### src/rtl/cl_adaptor_pkg.sv
// Shared types for the cache-line to 64-bit burst adaptor.
// Line/beat geometry and adaptor FSM states.
package cl_adaptor_pkg;

    localparam int S_LINE     = 256;
    localparam int S_BURST    = 64;
    localparam int NUM_BEATS  = S_LINE / S_BURST;
    localparam int BEAT_IDX_W = $clog2(NUM_BEATS);
    localparam int S_OFFSET   = 5;

    typedef enum logic [1:0] {
        IDLE,
        READ,
        WRITE,
        RESP
    } cl_state_t;

    typedef logic [S_LINE-1:0]     line_t;
    typedef logic [S_BURST-1:0]    beat_t;
    typedef logic [BEAT_IDX_W-1:0] beat_idx_t;

    function automatic logic [31:0] line_align(input logic [31:0] a);
        return {a[31:S_OFFSET], {S_OFFSET{1'b0}}};
    endfunction

endpackage

### src/rtl/cacheline_adaptor.sv
// Turns one 256-bit line request into a 4-beat 64-bit memory burst,
// then answers the cache with a single-cycle pmem_resp.
module cacheline_adaptor
    import cl_adaptor_pkg::*;
(
    input  logic        clk,
    input  logic        rst,
    input  logic [31:0] pmem_address,
    input  logic        pmem_read,
    input  logic        pmem_write,
    input  line_t       pmem_wdata,
    output line_t       pmem_rdata,
    output logic        pmem_resp,
    output logic [31:0] burst_address,
    output logic        burst_read,
    output logic        burst_write,
    output beat_t       burst_wdata,
    input  beat_t       burst_rdata,
    input  logic        burst_resp
);

    cl_state_t state;
    beat_idx_t count;
    line_t     line;
    beat_idx_t count_nxt;
    logic      last;

    assign count_nxt = count + beat_idx_t'(1);
    assign last      = (count == beat_idx_t'(NUM_BEATS - 1));

    always_ff @(posedge clk) begin
        if (rst) begin
            state         <= IDLE;
            count         <= '0;
            line          <= '0;
            pmem_rdata    <= '0;
            pmem_resp     <= 1'b0;
            burst_address <= '0;
            burst_read    <= 1'b0;
            burst_write   <= 1'b0;
            burst_wdata   <= '0;
        end else begin
            pmem_resp <= 1'b0;
            unique case (state)
                IDLE: begin
                    if (pmem_write) begin
                        line          <= pmem_wdata;
                        burst_wdata   <= pmem_wdata[S_BURST-1:0];
                        burst_address <= line_align(pmem_address);
                        burst_write   <= 1'b1;
                        state         <= WRITE;
                    end else if (pmem_read) begin
                        burst_address <= line_align(pmem_address);
                        burst_read    <= 1'b1;
                        state         <= READ;
                    end
                end
                READ: begin
                    if (burst_resp) begin
                        line[count*S_BURST +: S_BURST] <= burst_rdata;
                        count <= count_nxt;
                        if (last) begin
                            // final beat lands in the top slot
                            pmem_rdata <= {burst_rdata,
                                           line[S_LINE-S_BURST-1:0]};
                            burst_read <= 1'b0;
                            pmem_resp  <= 1'b1;
                            state      <= RESP;
                        end
                    end
                end
                WRITE: begin
                    if (burst_resp) begin
                        count       <= count_nxt;
                        burst_wdata <= line[count_nxt*S_BURST +: S_BURST];
                        if (last) begin
                            burst_write <= 1'b0;
                            pmem_resp   <= 1'b1;
                            state       <= RESP;
                        end
                    end
                end
                RESP: begin
                    state <= IDLE;
                end
            endcase
        end
    end

endmodule

### config.mk
export PLATFORM = sky130hd
export DESIGN_NAME = cacheline_adaptor
export DESIGN_NICKNAME = d
export VERILOG_FILES = /design/src/rtl/cl_adaptor_pkg.sv /design/src/rtl/cacheline_adaptor.sv
export SDC_FILE = /design/constraint.sdc
export NUM_CORES = 1
export LEC_CHECK = 0
export CAP_MARGIN = 15
export CORE_AREA = 3 3 277 279
export CTS_BUF_LIST = sky130_fd_sc_hd__clkbuf_16
export DETAILED_ROUTE_END_ITERATION = 16
export DIE_AREA = 0 0 280 282
export PLACE_DENSITY = 0.56
export SETUP_SLACK_MARGIN = 0.4
export SYNTH_ARGS = -nofsm -noshare
export SYNTH_HDL_FRONTEND = slang
export SYNTH_SLANG_ARGS = --single-unit
### constraint.sdc
create_clock -name clk -period 3.15 [get_ports clk]
set_clock_uncertainty 0.05 [all_clocks]
set_input_delay 0.63 -clock clk [delete_from_list [all_inputs] [get_ports clk]]
set_output_delay 0.63 -clock clk [all_outputs]
set_load 0.03 [all_outputs]
==> results.md <==
Synthesis:
- The share of synthesized area in the top cell type comes to 0.489.
- The main combinational cell family by area after synthesis is simple AND/OR/NAND/NOR gates.
- The simple-gate portion of the synthesized area is 0.233.
- During synthesis, Yosys emitted a total of 0 warnings.
- Summed over all instances, the cell type with the most area after synthesis is dfxtp_1.
- The number of different library cells used by synthesis comes to 37.
- The synthesized flop and latch total is 610.
- After synthesis, the cell types taking the most area are dfxtp_1, a221oi_1, nand2_1, nor3_1, a21oi_1.
- The number of enable-type register cells in the synthesized netlist is 0.
- The synthesized instance count is 3039.
- Of the total synthesized cell area, the portion taken by full adders, half adders and majority gates is 0.00401.
- The portion of netlist area occupied by mux cells is 0.0522.
- The average instance in the mapped netlist occupies 8.22 um^2.
- The area fraction in compound gates after synthesis is 0.169.
- In the synthesized netlist the dominant register cell turns out to be dfxtp_1.
- The xor-xnor portion of the synthesized cell area is 0.000351.
- Of the synthesized area, sequential elements account for 0.489.
- The summed instance area of the synthesized netlist is 25000 um^2.
- Counting flops with an async set or reset pin after synthesis yields a share of 0.

Critical path:
- The critical path launch point type is a flip-flop.
- The kind of end point of the critical path is a flip-flop.
- The arrival time of data at the critical path endpoint is 3030 ps.
- The required time reported for the critical path endpoint is 3610 ps.
- The critical path goes through inv_1 -> ha_1 -> mux2i_2 -> buf_4 -> a21o_4 -> buf_4 -> a221oi_1 -> nor3_1.
- The critical-path maximum fanout is 29.
- The cell repeated most along the worst path is buf_4.
- The largest single stage delay on the critical path is 490 ps.
- The highest-delay cell along the critical path is a21o_4.
- The critical path is of the reg2reg type.

Global routing:
- The peak-usage layer in the global routing report is met2.
- The initial antenna violation count is 25.
- The first-pass GRT wire length is 164000 um.
- The routing usage on met3 is 0.0679.
- The via count of the first global-routing pass is 24100.
- For this run, the total global-route usage over all layers was measured as 0.274.
- Summed over all layers, the global routing overflow is 0.
- For met2 alone, demand over resource in global routing was 0.439.
- In the global route stage, met1 resource usage came out at 0.357.
- The largest net degree at the start of global routing is 135.

Pwr:
- The power density over cell area is 848 nW/um^2.
- The highest ir drop seen on vdd is 0.523 mV.
- The total chip power is 30.0 mW.
- The analysis attributes to cell leakage a power of 12.1 nW.

Clock network:
- The post-cts sizing count is 0.
- TritonCTS created 70 clock buffers.
- The clock insertion delay at the later pin of the skew report is 620 ps.
- The CTS tree is done.
- The sink count of the clock tree is 610.
- The post-cts hold buffer count is 0.
- The largest buffer count on any clock path is 3.
- The clock-pin transition on the worst setup and hold timing paths is 60 ps.
- In this run the clock root is driven by a clkbuf_16.
- The number of setup buffers added after CTS is 0.
- The H-tree depth is 3.

Placed design:
- The final weighted congestion of routability-driven global placement is 0.837.
- After detailed placement, the total cell area comes to 33200 um^2.
- During placement, the flow inserted port buffers numbering 701.
- The wire-length estimate of the detail-placed layout is 74300 um.
- Prior to clock tree synthesis, the placed netlist has a worst setup slack of 364 ps.

Timing:
- The final count of hold timing violations was 0.
- Across all setup checks in the final design, the least slack found is 578 ps.
- Dividing the final minimum period by the clock period gives 0.816.
- Adding up every negative setup slack in the final design gives 0 ps.
- The max-slew violation count came to 0.
- Based on the critical path, the design can be clocked at up to 0.389 GHz.
- The final setup violation count is 0.
- For the finished layout, the period the worst path requires is 2570 ps.
- The relative max-transition margin is 0.373.
- Setup repair after global routing could not meet its margin everywhere.
- For the pin with the worst max-slew slack, the measured transition is 936 ps.

Layout:
- The net count of the finished layout is 3971.
- The area of the multi-input gates is 11600 um^2.
- Of the cells placed in the final design, the portion with a size suffix greater than 1 is 0.0533.
- The final standard cell area without fillers is 35400 um^2.
- Fill cells in the final layout number 7277.
- The area occupied by registers is 12200 um^2.
- Leaving out fill and tap cells, the most frequent cells in the layout are clkdlybuf4s50_1, dfxtp_1, nand2_1, nor3_1, nor2_1.
- The area growth from synthesis to layout is 41.6%.
- Leaving out fill and tap cells, the most frequent cell in the layout is clkdlybuf4s50_1.

Route:
- The average wire per cell in the routed design is 24.5 um.
- The number of routed nets with antenna violations is 0.
- For this run, design rule violations remaining after detail routing come to 0.
- In this run, the number of DRC markers left after iteration 0 of detailed routing was 2240.
- Summing over every cut layer, the via total after detailed routing is 25400.
- The number of iterations in the first detailed-routing pass is 5.
- In the routed layout, each cell is associated on average with a via count of 5.47.
- The wire length reported by the detailed router is 114000 um.

Floorplanning:
- The overall die height is 282 um.
- The core region is 74400 um^2.
- During I/O placement, the number of pins put on the boundary was 712.
- The die outline width is 280 um.
- After floorplanning, the core was divided into 100 placement rows.
- The die area is 79000 um^2.
- The starting density of the core is 0.335.

Status:
- The run finished with clean final reports.

Run:
- The number of maximum-capacitance constraint violations is 0.

Hold path:
- The path class of the lowest-slack min-delay path is reg2reg.
state kept, by name, summed over array words and instances, names as in the netlist:
name and flops:
pmem_rdata 256, burst_read 1, burst_wdata 64, pmem_resp 1, state 2, count 2, burst_write 1, line 256
burst_address 27
through the flow:
| stage | cells | hold WS, ps | utilization |
|---|---|---|---|
| floorplan | 3043 | 395 | - |
| global route | 4642 | 417 | 0.475 |
| detailed placement | 4503 | 396 | 0.447 |
| global placement | 4503 | 390 | 0.447 |
| CTS | 4625 | 404 | 0.474 |
| finish | 4644 | 402 | 0.475 |
cells by family after synthesis:
| group | after synthesis |
|---|---|
| muxes | 130 |
| other | 1 |
| buffers and inverters | 300 |
| AOI/OAI and AO/OA | 625 |
| and+or+nand+nor | 1364 |
| adders and majority gates | 8 |
| xor gates and xnor gates | 1 |
| DFF | 610 |
power breakdown:
| part | switching, mW | internal, mW | total (mW) | leakage, nW |
|---|---|---|---|---|
| Combinational | 7.15 | 4.31 | 11.5 | 6.08 |
| Sequential | 1.34 | 9.56 | 10.9 | 4.99 |
| Clock | 3.38 | 4.24 | 7.63 | 1.07 |
| Total | 11.9 | 18.1 | 30.0 | 12.1 |
critical path: cells and delay by family, from the launching register on:
kind                     cells  cell delay, ps
adder cells (fa/ha/maj)      1             360
multiplexers                 1             250
buffers and inverters        3             720
AND/OR/NAND/NOR              1             200
AO/OA/AOI/OAI                2             570
flip-flops                   1             320
final timing paths:
check	endpoint	from	slack [ps]	depth (start not counted)
setup reg to reg	line[75]$_SDFFE_PP0P_	state[0]$_SDFFE_PP0P_	580	8
hold / removal	pmem_rdata[9]$_SDFFE_PP0P_	pmem_rdata[9]$_SDFFE_PP0P_	400	2
hold reg to reg	pmem_rdata[9]$_SDFFE_PP0P_	pmem_rdata[9]$_SDFFE_PP0P_	400	2
setup / recovery	line[75]$_SDFFE_PP0P_	state[0]$_SDFFE_PP0P_	580	8
synth_stat cells (all sizes together) (3+ instances only):
library cell and number:
a21o 4, a21oi 292, a221oi 256, buf 100, clkbuf 193, dfxtp 610
ha 8, inv 7, mux2i 130, nand2 576, nand2b 3, nand3 3
nor2 326, nor2b 64, nor3 385, o21ai 3, o22ai 64
metal layers:
metal  vias to the layer above  part of all wire
met1                     12200              0.41
met3                       207             0.086
met5                         -           0.00070
met4                        12             0.032
met2                      1139              0.47
li1                      11900                 -
area by class of cell:
class / count / area share
Multi-Input combinational cell: 2133 / 0.328
Tap cell: 969 / 0.0343
Clock inverter: 51 / 0.00835
Sequential cell: 610 / 0.345
Antenna cell: 19 / 0.00134
Timing Repair Buffer: 784 / 0.231
Inverter: 7 / 0.000955
Clock buffer: 71 / 0.0502
Note: power is estimated with default switching activity, not from simulation.
